[src/rtl/iluminacao_pkg.sv]
// Shared types and default constants for the lighting chain (timer stage and lamp stage).
package iluminacao_pkg;

    typedef enum logic [1:0] {DESLIGADA, ACENDENDO, LIGADA, APAGANDO} lamp_state_t;

    localparam int DEBOUNCE_T_DEF  = 100;
    localparam int FADE_STEP_T_DEF = 50;
    localparam int PWM_BITS_DEF    = 4;

    // Counter width for a terminal count of n-1, never narrower than one bit.
    function automatic int cnt_width(input int n);
        return (n > 1) ? $clog2(n) : 1;
    endfunction

endpackage

[src/rtl/debounce_botao.sv]
// Two-flop synchronizer and level debouncer for the raw wall push-button.
// A new level is accepted only after DEBOUNCE_T consecutive stable cycles.
module debounce_botao
    import iluminacao_pkg::*;
#(
    parameter int DEBOUNCE_T = DEBOUNCE_T_DEF
) (
    input  logic clk,
    input  logic rst,
    input  logic raw,
    output logic estavel,
    output logic pulso
);

    localparam int CW = cnt_width(DEBOUNCE_T);
    localparam logic [CW-1:0] CNT_LAST = CW'(DEBOUNCE_T - 1);

    logic          r_sync1;
    logic          r_sync2;
    logic          r_estavel;
    logic          r_pulso;
    logic [CW-1:0] r_db_cnt;

    always_ff @(posedge clk or negedge rst) begin
        if (!rst) begin
            r_sync1   <= 1'b0;
            r_sync2   <= 1'b0;
            r_estavel <= 1'b0;
            r_pulso   <= 1'b0;
            r_db_cnt  <= '0;
        end else begin
            r_sync1 <= raw;
            r_sync2 <= r_sync1;
            r_pulso <= 1'b0;
            // Any return to the accepted level restarts the count.
            if (r_sync2 == r_estavel) begin
                r_db_cnt <= '0;
            end else if (r_db_cnt == CNT_LAST) begin
                r_estavel <= r_sync2;
                r_db_cnt  <= '0;
                r_pulso   <= r_sync2;
            end else begin
                r_db_cnt <= r_db_cnt + 1'b1;
            end
        end
    end

    assign estavel = r_estavel;
    assign pulso   = r_pulso;

endmodule

[src/rtl/controle_lampada.sv]
// Lamp-drive stage: press toggles the lamp, C forces shutdown, brightness
// ramps softly between 0 and NIVEL_MAX and drives a free-running PWM.
module controle_lampada
    import iluminacao_pkg::*;
#(
    parameter int DEBOUNCE_T  = DEBOUNCE_T_DEF,
    parameter int FADE_STEP_T = FADE_STEP_T_DEF,
    parameter int PWM_BITS    = PWM_BITS_DEF
) (
    input  logic                clk,
    input  logic                rst,
    input  logic                push_button,
    input  logic                C,
    output logic                led,
    output logic                saida,
    output logic [PWM_BITS-1:0] nivel
);

    localparam int SW = cnt_width(FADE_STEP_T);
    localparam logic [SW-1:0]       STEP_LAST = SW'(FADE_STEP_T - 1);
    localparam logic [PWM_BITS-1:0] NIVEL_MAX = '1;

    logic w_estavel;
    logic w_pulso;
    logic w_press;
    logic w_passo;
    logic [PWM_BITS-1:0] w_sobe;
    logic [PWM_BITS-1:0] w_desce;

    lamp_state_t         r_state;
    logic [SW-1:0]       r_step;
    logic [PWM_BITS-1:0] r_nivel;
    logic [PWM_BITS-1:0] r_pwm_cnt;
    logic                r_saida;
    logic                r_led;

    debounce_botao #(
        .DEBOUNCE_T (DEBOUNCE_T)
    ) u_debounce (
        .clk     (clk),
        .rst     (rst),
        .raw     (push_button),
        .estavel (w_estavel),
        .pulso   (w_pulso)
    );

    assign w_press = w_pulso && w_estavel;
    assign w_passo = (r_step == STEP_LAST);
    assign w_sobe  = (r_nivel == NIVEL_MAX) ? NIVEL_MAX : r_nivel + 1'b1;
    assign w_desce = (r_nivel == '0) ? '0 : r_nivel - 1'b1;

    // state     | meaning
    // DESLIGADA | lamp off, nivel 0
    // ACENDENDO | on, ramping up one step every FADE_STEP_T cycles
    // LIGADA    | on, nivel held at NIVEL_MAX
    // APAGANDO  | off, ramping down towards 0
    always_ff @(posedge clk or negedge rst) begin
        if (!rst) begin
            r_state <= DESLIGADA;
            r_step  <= '0;
            r_nivel <= '0;
            r_saida <= 1'b0;
        end else begin
            case (r_state)
                DESLIGADA: begin
                    r_step <= '0;
                    if (w_press && !C) begin
                        r_state <= ACENDENDO;
                        r_saida <= 1'b1;
                    end
                end
                ACENDENDO: begin
                    if (C || w_press) begin
                        r_state <= APAGANDO;
                        r_saida <= 1'b0;
                        r_step  <= '0;
                    end else if (w_passo) begin
                        r_step  <= '0;
                        r_nivel <= w_sobe;
                        if (w_sobe == NIVEL_MAX) r_state <= LIGADA;
                    end else begin
                        r_step <= r_step + 1'b1;
                    end
                end
                LIGADA: begin
                    r_step <= '0;
                    if (C || w_press) begin
                        r_state <= APAGANDO;
                        r_saida <= 1'b0;
                    end
                end
                APAGANDO: begin
                    if (w_press && !C) begin
                        r_state <= ACENDENDO;
                        r_saida <= 1'b1;
                        r_step  <= '0;
                    end else if (w_passo) begin
                        r_step  <= '0;
                        r_nivel <= w_desce;
                        if (w_desce == '0) r_state <= DESLIGADA;
                    end else begin
                        r_step <= r_step + 1'b1;
                    end
                end
                default: begin
                    r_state <= DESLIGADA;
                    r_step  <= '0;
                    r_saida <= 1'b0;
                end
            endcase
        end
    end

    // Full scale forces 100% duty; otherwise duty is nivel / 2**PWM_BITS.
    always_ff @(posedge clk or negedge rst) begin
        if (!rst) begin
            r_pwm_cnt <= '0;
            r_led     <= 1'b0;
        end else begin
            r_pwm_cnt <= r_pwm_cnt + 1'b1;
            r_led     <= (r_nivel == NIVEL_MAX) || (r_pwm_cnt < r_nivel);
        end
    end

    assign led   = r_led;
    assign saida = r_saida;
    assign nivel = r_nivel;

endmodule
[config.mk]
export PLATFORM = sky130hd
export DESIGN_NAME = controle_lampada
export DESIGN_NICKNAME = d
export VERILOG_FILES = /design/src/rtl/iluminacao_pkg.sv /design/src/rtl/debounce_botao.sv /design/src/rtl/controle_lampada.sv
export SDC_FILE = /design/constraint.sdc
export NUM_CORES = 1
export LEC_CHECK = 0
export ABC_CLOCK_PERIOD_IN_PS = 2620
export BUFFER_PORTS_ARGS = -buffer_cell sky130_fd_sc_hd__buf_4
export CORE_MARGIN = 5
export CORE_UTILIZATION = 59
export DETAILED_ROUTE_END_ITERATION = 10
export PLACE_DENSITY = 0.78
export SYNTH_ARGS = -nofsm -noshare
export SYNTH_HDL_FRONTEND = slang
export SYNTH_SLANG_ARGS = --single-unit
[constraint.sdc]
create_clock -name clk -period 2.62 [get_ports clk]
set_input_delay 0.262 -clock clk [delete_from_list [all_inputs] [get_ports clk]]
set_output_delay 0.262 -clock clk [all_outputs]
set_load 0.1 [all_outputs]
After elaboration in Yosys (flattened, before gate mapping)
Index checks and enable logic that the tools add are counted.
Widths: inputs -> output; s select.
{"block": "word_totals", "ff_bits": 29, "input_bits": 4, "out_inout_bits": 6, "word_cells": 81}
{"block": "classes", "addsub": 5, "n_lt_le_gt_ge": 1, "eq_ne": 20, "mux": 27, "bitwise": 1, "n_reduce_logical": 16}
{"cell": "$mux 4", "n": 6}
{"cell": "$mux 6", "n": 3}
{"cell": "$pmux 6 s3", "n": 1}
{"cell": "$mux 2", "n": 8}
{"cell": "$mux 7", "n": 2}
{"cell": "$ne 2x2->1 const B", "n": 6}
{"cell": "$ne 3x3->1 const B", "n": 4}
{"cell": "$add 4x1->4 const B", "n": 2}
{"cell": "$eq 4x4->1 const B", "n": 2}
{"cell": "$logic_not 4->1", "n": 2}
{"cell": "$pmux 2 s4", "n": 1}
{"cell": "$pmux 4 s2", "n": 1}
{"cell": "$add 7x1->7 const B", "n": 1}
{"cell": "$eq 7x7->1 const B", "n": 1}
{"cell": "$add 6x1->6 const B", "n": 1}
{"cell": "$eq 6x6->1 const B", "n": 1}
{"cell": "$reduce_and 6->1", "n": 1}
{"cell": "$reduce_or 2->1", "n": 3}
{"cell": "$reduce_and 5->1", "n": 1}
{"cell": "$eq 2x2->1 const B", "n": 2}
{"cell": "$lt 4x4->1", "n": 1}
{"cell": "$mux 1", "n": 4}
{"cell": "$ne 2x1->1 const B", "n": 2}
{"cell": "$reduce_and 2->1", "n": 2}
{"cell": "10 further kinds", "n": 12}

Longest topological paths before layout
Gate-level depths: netlist of run 1.
{"block": "logic_depth", "ltp_word": 7, "mapped_depth": 8}

Cells and area by module
From an unflattened synthesis of run 1, not the netlist that was laid out.
{"block": "hier_totals", "hier_cells": 159, "hier_area_um2": 1607.8}
{"mod": "controle_lampada", "n_inst": 1, "cells_each": 120, "area_per_inst_um2": 1159.9, "seq_area_each_um2": 450.4}
{"mod": "debounce_botao", "n_inst": 1, "cells_each": 39, "area_per_inst_um2": 447.9, "seq_area_each_um2": 275.3}

Worst setup path before layout of run 1
OpenSTA, ideal clock, no wires.
{"block": "synth_timing", "kind": "register to register", "startpoint": "reg r_nivel[0] (netlist: nivel[0])", "endpoint": "reg r_state[1]", "setup_ns": 0.125, "arrival_time_ns": 2.705, "t_required_ns": 2.495, "path_slack_ns": -0.210, "stages_incl_launch_ff": 8, "n_path_buf": 0, "synth_period_minus_slack_ns": 2.830, "cell_sequence": "dfrtp_1 > inv_1 > ha_1 > nor4b_1 > o211ai_1 > a211oi_1 > a2bb2oi_2 > mux2_4"}
{"block": "synth_via", "elab_chain_len": 5}
{"item": "start: declaration", "line": "controle_lampada.sv:32", "rtl": "logic [PWM_BITS-1:0] r_nivel;"}
{"item": "start signal: assignment", "line": "controle_lampada.sv:79", "rtl": "r_nivel <= w_sobe;"}
{"item": "start signal: assignment", "line": "controle_lampada.sv:99", "rtl": "r_nivel <= w_desce;"}
{"item": "$add 4x1->4, or another cell as far along", "line": "controle_lampada.sv:49", "rtl": "assign w_sobe = (r_nivel == NIVEL_MAX) ? NIVEL_MAX : r_nivel + 1'b1;"}
{"item": "$mux 4 (on tied branches)", "line": "controle_lampada.sv:49, controle_lampada.sv:50"}
{"item": "$eq 4x4->1 or $logic_not 4->1 (tied branches)", "line": "controle_lampada.sv:80, controle_lampada.sv:100"}
{"item": "$ne 3x3->1 (no line)"}
{"item": "$reduce_and 6->1 (no line) *"}
{"item": "end signal: assignment", "line": "controle_lampada.sv:59", "rtl": "r_state <= DESLIGADA;"}
{"item": "end signal: assignment", "line": "controle_lampada.sv:80", "rtl": "if (w_sobe == NIVEL_MAX) r_state <= LIGADA;"}
{"item": "end signal: assignment", "line": "controle_lampada.sv:88", "rtl": "r_state <= APAGANDO;"}
{"item": "end: declaration", "line": "controle_lampada.sv:30", "rtl": "lamp_state_t r_state;"}
Every way passes the cells marked *; elsewhere a longest branch is shown, timed or not.
A chain may end at the register's enable or synchronous reset.

Worst setup path after layout of run 1
Ends and elaborated chain as after synthesis.

==> results.json, run 1 <==
{
  "wl_um": 2980,
  "synthToLayoutAreaGrowth_pct": 11.2,
  "synth_edf_count": 0,
  "grt_use_total_pct": 18.4,
  "final_max_slew_viol_count": 0,
  "cp.required_ps": 2850,
  "clockBufferDepth": 2,
  "die_w_um": 62.1,
  "cp_num_buf_inv": 1,
  "synth_ff_type": "dfrtp_1",
  "slowest_stage": "dfrtp_2",
  "vias": 1146,
  "nets": 187,
  "synth_cells": 156,
  "ios": 10,
  "whs_ps": 29.4,
  "via_per_inst": 5.73,
  "ir_worst_vdd_mv": 0.749,
  "ys_ff_latch": 29,
  "critPathLaunch": "nivel[0]$_DFFE_PN0P_",
  "critical_path_class": "reg2reg",
  "grt_pass1_vias": 1137,
  "setup_viol": 0,
  "layout-drive-gt1-share_pct": 14.1,
  "drtIter0Drc": 53,
  "cts.sinks": 29,
  "critPathArrivalTime_ps": 2520,
  "p_clk_share_pct": 31.7,
  "grt_start_max_net_pins": 30,
  "core_um2": 2540,
  "worstHoldStart": "push_button",
  "final_common_cell": "dfrtp_1",
  "async_reset_ff_share_pct": 100,
  "syn_nets": 174,
  "worstSkewPairLatency_ps": 330,
  "yosysWarnings": 0,
  "seqPwrFrac_pct": 41.5,
  "io_buffers": 9,
  "ant_nets": 0,
  "fin_crit_sh_pct": 87.4,
  "row_count": 18,
  "antenna_found_initial": 0,
  "yosysUniqueCellTypes": 40,
  "overflow": 0,
  "gp_congestion": 0.766,
  "yosysSeqAreaShare_pct": 45.4,
  "drc": 0,
  "outcome": "completed",
  "rsz0062_at_grt": "no",
  "min_delay_worst_endpoint": "u_debounce.r_sync1$_DFF_PN0_",
  "max-cap-violations": 0,
  "p_per_area_nw_per_um2": 702,
  "cts_buffers": 5,
  "hold_viol": 0,
  "die_h_um": 62.1,
  "endpoint_kind": "flop",
  "timing.fmax_ghz": 0.437,
  "die_area_um2": 3850,
  "worst-r2r-setup-slack_ps": 330,
  "min_path_type": "in2reg",
  "cts_tree": "done",
  "synth_area_um2": 1600,
  "clk_pin_slew_ps": 100,
  "r2r_end": "r_state[1]$_DFFE_PN0P_",
  "avgSynthCellArea_um2": 10.3,
  "total_power_uw": 1250,
  "finalCriticalPeriod_ps": 2290,
  "p_int_uw": 859,
  "relSlewSlack_pct": 68.3,
  "wl_per_cell_um": 14.9,
  "cp_max_fo": 10,
  "dr.pass1.iters": 5,
  "diodes": 0,
  "place_hpwl_um": 2080,
  "timing.rr.start": "nivel[0]$_DFFE_PN0P_",
  "final_cell_mix": "27 x dfrtp_1, 19 x nor2_1, 14 x ha_1",
  "comb_power_share_pct": 26.7,
  "power_switching_uw": 390,
  "p_sw_share_pct": 31.2,
  "fin_worst_skew_ps": 13.5,
  "crit_path_start_kind": "flop",
  "r2r.worst_path.cells": 7,
  "grt_pass1_wl_um": 5060,
  "finalSetupTns_ps": 0,
  "cp_cell_sequence": "inv_1, ha_1, nor4b_1, o211ai_1, a211oi_1, a2bb2oi_2, mux2_4",
  "p_leak_uw": 0.000818,
  "root_buffer": "clkbuf_4",
  "worst_slew_pin_slew_ps": 469,
  "cts_resized": 0,
  "start_util_pct": 62.8,
  "cpPeakStageDelay_ps": 460,
  "htreeDepth": 2,
  "min_path_cells": 1,
  "cp_top_family": "compound AO/OA/AOI/OAI gates"
}
==> sequential cells by signal (all words and copies together) (netlist names) <==
register,cells
u_debounce.r_sync2,1
u_debounce.pulso,1
u_debounce.r_sync1,1
led,1
saida,1
r_state,2
u_debounce.estavel,1
r_pwm_cnt,4
r_step,6
u_debounce.r_db_cnt,7
nivel,4
==> per-stage QoR <==
step | worst slack [ps] | cell area [µm²] | util [%] | cells
finish | 331 | 1780 | 69.9 | 200
global route | 195 | 1780 | 69.9 | 200
CTS | 346 | 1780 | 69.9 | 200
detailed placement | 368 | 1680 | 66.0 | 191
global placement | 450 | 1680 | 66.0 | 191
floorplan | 137 | 1600 | - | 156
==> cell families after synthesis <==
group           after synthesis  synth area share (%)
simple gates                 52                  16.7
mux                           4                  2.89
buf+inv                      17                  4.77
flops                        29                  45.4
xor+xnor                     12                  6.57
fa+ha+maj                    14                  11.0
compound gates               28                  12.7
==> how the worst max path moves through the flow <==
stage                        endpoint  slack, ps  cells after the start
5_1_grt        r_state[1]$_DFFE_PN0P_        200                      7
3_3_place_gp   r_state[1]$_DFFE_PN0P_        450                      7
4_1_cts        r_state[1]$_DFFE_PN0P_        350                      7
2_1_floorplan  r_state[1]$_DFFE_PN0P_        140                      7
6_report       r_state[1]$_DFFE_PN0P_        330                      7
3_5_place_dp   r_state[1]$_DFFE_PN0P_        370                      7
==> power groups by stage <==
stage	combinational (µW)	sequential [µW]	clock, µW
5_1_grt	373	525	422
2_1_floorplan	260	519	0
6_report	334	519	396
4_1_cts	334	519	401
3_3_place_gp	302	522	0
3_5_place_dp	323	526	0
==> area by class of cell <==
cell class / instances / area [µm²]
clock inverters: 2 / 37.5
inverters: 13 / 48.8
multi-input cells: 110 / 797
flip-flops and latches: 29 / 728
repair buffers: 10 / 77.6
clock buffers: 6 / 51.3
fillers: 192 / 767
well taps: 30 / 37.5
==> cells in the mapped netlist, types with 2 or more instances <==
master    number  area (µm²)
nor3_1         2        10.0
and2_1         2        12.5
nand3_1        9        45.0
nor4b_1        2        17.5
ha_1          14         175
a22oi_1        2        15.0
mux2i_1        2        20.0
o21ai_0        6        30.0
nand2b_1       4        25.0
and3_1         2        12.5
xnor2_1        6        52.6
nand2_1        6        22.5
a21oi_1        6        30.0
a21boi_0       2        15.0
inv_1         13        48.8
xor2_1         6        52.6
o21a_1         2        15.0
nor3b_1        2        15.0
nor2_1        19        71.3
dfrtp_1       29         726
==> what timing repair did <==
item,in CTS,in global routing
buffers inserted,0,0
hold buffers,1,0
endpoints found under the hold margin,29,0
==> routing by layer <==
metal / track usage [%] / share of wire [%] / vias up
met5: 0 / 0 / -
met3: 5.17 / 3.8 / 10
li1: - / - / 565
met1: 22.8 / 47 / 555
met4: 8.18 / 2.3 / 0
met2: 29.7 / 47 / 16
No activity file was read; power rests on OpenSTA's default activity.
==> run 2: changes to the inputs <==
--- a/config.mk
+++ b/config.mk
@@ -5,12 +5,13 @@
 export SDC_FILE = /design/constraint.sdc
 export NUM_CORES = 1
 export LEC_CHECK = 0
+export ABC_AREA = 1
 export ABC_CLOCK_PERIOD_IN_PS = 2620
 export BUFFER_PORTS_ARGS = -buffer_cell sky130_fd_sc_hd__buf_4
 export CORE_MARGIN = 5
-export CORE_UTILIZATION = 59
+export CORE_UTILIZATION = 60
 export DETAILED_ROUTE_END_ITERATION = 10
-export PLACE_DENSITY = 0.78
+export PLACE_DENSITY = 0.79
 export SYNTH_ARGS = -nofsm -noshare
 export SYNTH_HDL_FRONTEND = slang
 export SYNTH_SLANG_ARGS = --single-unit
==> results.json, run 2 <==
{
  "outcome": "completed",
  "ys_top_cells_by_count": "44 x nand2_1, 29 x dfrtp_1, 21 x inv_1, 21 x nor2_1, 16 x nand3_1",
  "finalSetupTns_ps": 0,
  "io_buffers": 9,
  "cts_tree": "done",
  "seqPwrFrac_pct": 32.8,
  "relSlewSlack_pct": 71.7,
  "cp.required_ps": 2830,
  "worstSkewPairLatency_ps": 310,
  "finalCriticalPeriod_ps": 1690,
  "critPathArrivalTime_ps": 1900,
  "vias": 1289,
  "regMostFlops": "u_debounce.r_db_cnt",
  "cp_max_fo": 5,
  "p_per_area_nw_per_um2": 1020,
  "p_sw_share_pct": 49.2,
  "clockBufferDepth": 2,
  "grt_use_total_pct": 17.0,
  "power_switching_uw": 917,
  "p_clk_share_pct": 14.2,
  "largest_reg_flops": 7,
  "gp_congestion": 0.887,
  "ys_ff_latch": 29,
  "fin_crit_sh_pct": 64.5,
  "drc": 0,
  "antenna_found_initial": 0,
  "slowest_stage": "dfrtp_1",
  "layout-drive-gt1-share_pct": 15.2,
  "cts_resized": 0,
  "max-cap-violations": 0,
  "p_leak_uw": 0.000952,
  "hold_viol": 0,
  "worst_slew_pin_slew_ps": 424,
  "min_path_type": "in2reg",
  "grt_start_max_net_pins": 30,
  "ir_worst_vdd_mv": 0.875,
  "grt_pass1_wl_um": 5400,
  "yosysMostFrequentCell": "nand2_1",
  "wl_um": 2880,
  "async_reset_ff_share_pct": 100,
  "cp_cell_sequence": "inv_1, ha_1, nand3_2, nand2_1, nand2_1, nand2_1, nand3_1, nand2_1, nand2_2, nand2_1, nand2_1",
  "critical_path_class": "reg2reg",
  "p_int_uw": 947,
  "clk_pin_slew_ps": 90,
  "die_w_um": 63.0,
  "reg_top3": "u_debounce.r_db_cnt (7), r_step (6)",
  "synth_top_area_share_pct": 43.0,
  "synth_cells": 197,
  "final_max_slew_viol_count": 0,
  "overflow": 0,
  "nets": 229,
  "grt_pass1_vias": 1290,
  "synth_ff_type": "dfrtp_1",
  "fin_worst_skew_ps": 12.0,
  "total_power_uw": 1860,
  "diodes": 0,
  "final_cell_mix": "44 x nand2_1, 29 x dfrtp_1, 21 x inv_1, 21 x nor2_1, 16 x nand3_1",
  "yosysWarnings": 0,
  "final_common_cell": "nand2_1",
  "die_area_um2": 3970,
  "place_hpwl_um": 2180,
  "cpPeakStageDelay_ps": 440,
  "synth_edf_count": 0,
  "setup_viol": 0,
  "avgSynthCellArea_um2": 8.56,
  "yosysSeqAreaShare_pct": 43.0,
  "nFillCells": 225,
  "htreeDepth": 2,
  "start_util_pct": 61.7,
  "syn_nets": 215,
  "drtIter0Drc": 117,
  "endpoint_kind": "flop",
  "synthToLayoutAreaGrowth_pct": 8.75,
  "cts.sinks": 29,
  "cts_buffers": 5,
  "final_core_util_pct": 67.1,
  "yosysUniqueCellTypes": 33,
  "dr.pass1.iters": 4,
  "crit_top_cell": "nand2_1",
  "row_count": 19,
  "core_um2": 2730,
  "timing.fmax_ghz": 0.591,
  "ios": 10,
  "wl_per_cell_um": 11.9,
  "yosys-top-cells-area": "dfrtp_1 43%, ha_1 10%, nand2_1 9.8%",
  "synth_area_um2": 1690,
  "via_per_inst": 5.33,
  "die_h_um": 63.0,
  "synth_top_area_cell": "dfrtp_1",
  "comb_power_share_pct": 53.1,
  "rsz0062_at_grt": "no",
  "crit_path_start_kind": "flop",
  "ant_nets": 0,
  "root_buffer": "clkbuf_4"
}
-- run 2: worst paths after layout --
check | end | startpoint | slack [ps] | depth (start not counted)
worst max register to register | r_state[0]$_DFFE_PN0P_ | nivel[1]$_DFFE_PN0P_ | 930 | 11
worst min register to register | u_debounce.r_sync2$_DFF_PN0_ | u_debounce.r_sync1$_DFF_PN0_ | 350 | 0
min in group asynchronous | r_state[0]$_DFFE_PN0P_ | rst | 390 | 2
worst max-delay path | r_state[0]$_DFFE_PN0P_ | nivel[1]$_DFFE_PN0P_ | 930 | 11
worst min-delay path | u_debounce.r_sync1$_DFF_PN0_ | push_button | 60 | 1
max in group asynchronous | u_debounce.r_db_cnt[0]$_DFF_PN0_ | rst | 1940 | 2
-- run 2: per-stage QoR --
step	setup slack, ps	cell area, µm²	cells	hold WS, ps
after floorplan	366	1690	197	-33.6
after global placement	1010	1770	234	195
after detailed placement	966	1770	234	203
after CTS	960	1830	242	31.1
after global routing	747	1830	242	18.5
final	929	1830	242	57.9
-- run 2: routing by layer --
layer	track usage, %	wire, µm
met2	29.5	1420
met1	18.4	1280
met3	5.94	126
met5	0	0
met4	7.69	55
-- run 2: final cells by class --
type	instances	area, µm²	area share (%)
multi-input combinational	140	838	45.7
sequential	29	726	39.6
inverter	25	98.8	5.39
timing repair buffer	10	77.6	4.23
clock buffer	7	55.1	3.00
tap	31	38.8	2.11
-- run 2: kinds of logic after synthesis --
family / Yosys count / synth area share (%)
simple gates: 98 / 27.2
fa+ha+maj: 14 / 10.4
xor+xnor: 6 / 3.12
buf+inv: 28 / 7.27
flops: 29 / 43.0
compound gates: 22 / 8.98
-- run 2: power by group through the flow --
stage / clock (µW) / combinational [µW] / sequential (µW)
finish: 264 / 989 / 611
global placement: 0 / 960 / 611
detailed placement: 0 / 985 / 618
global route: 312 / 1090 / 622
floorplan: 0 / 624 / 800
CTS: 281 / 991 / 609
-- run 2: what timing repair did --
item,4_1_cts,5_1_grt
hold buffers,1,0
endpoints found under the setup margin,0,0
buffers inserted,0,0
hold endpoints to repair,29,0
-- run 2: critical path, delay by kind of cell (launching register included) --
kind / cells / cell delay (ps)
flip-flops: 1 / 440
AND/OR/NAND/NOR: 9 / 730
buffers and inverters: 1 / 170
adder cells (fa/ha/maj): 1 / 250
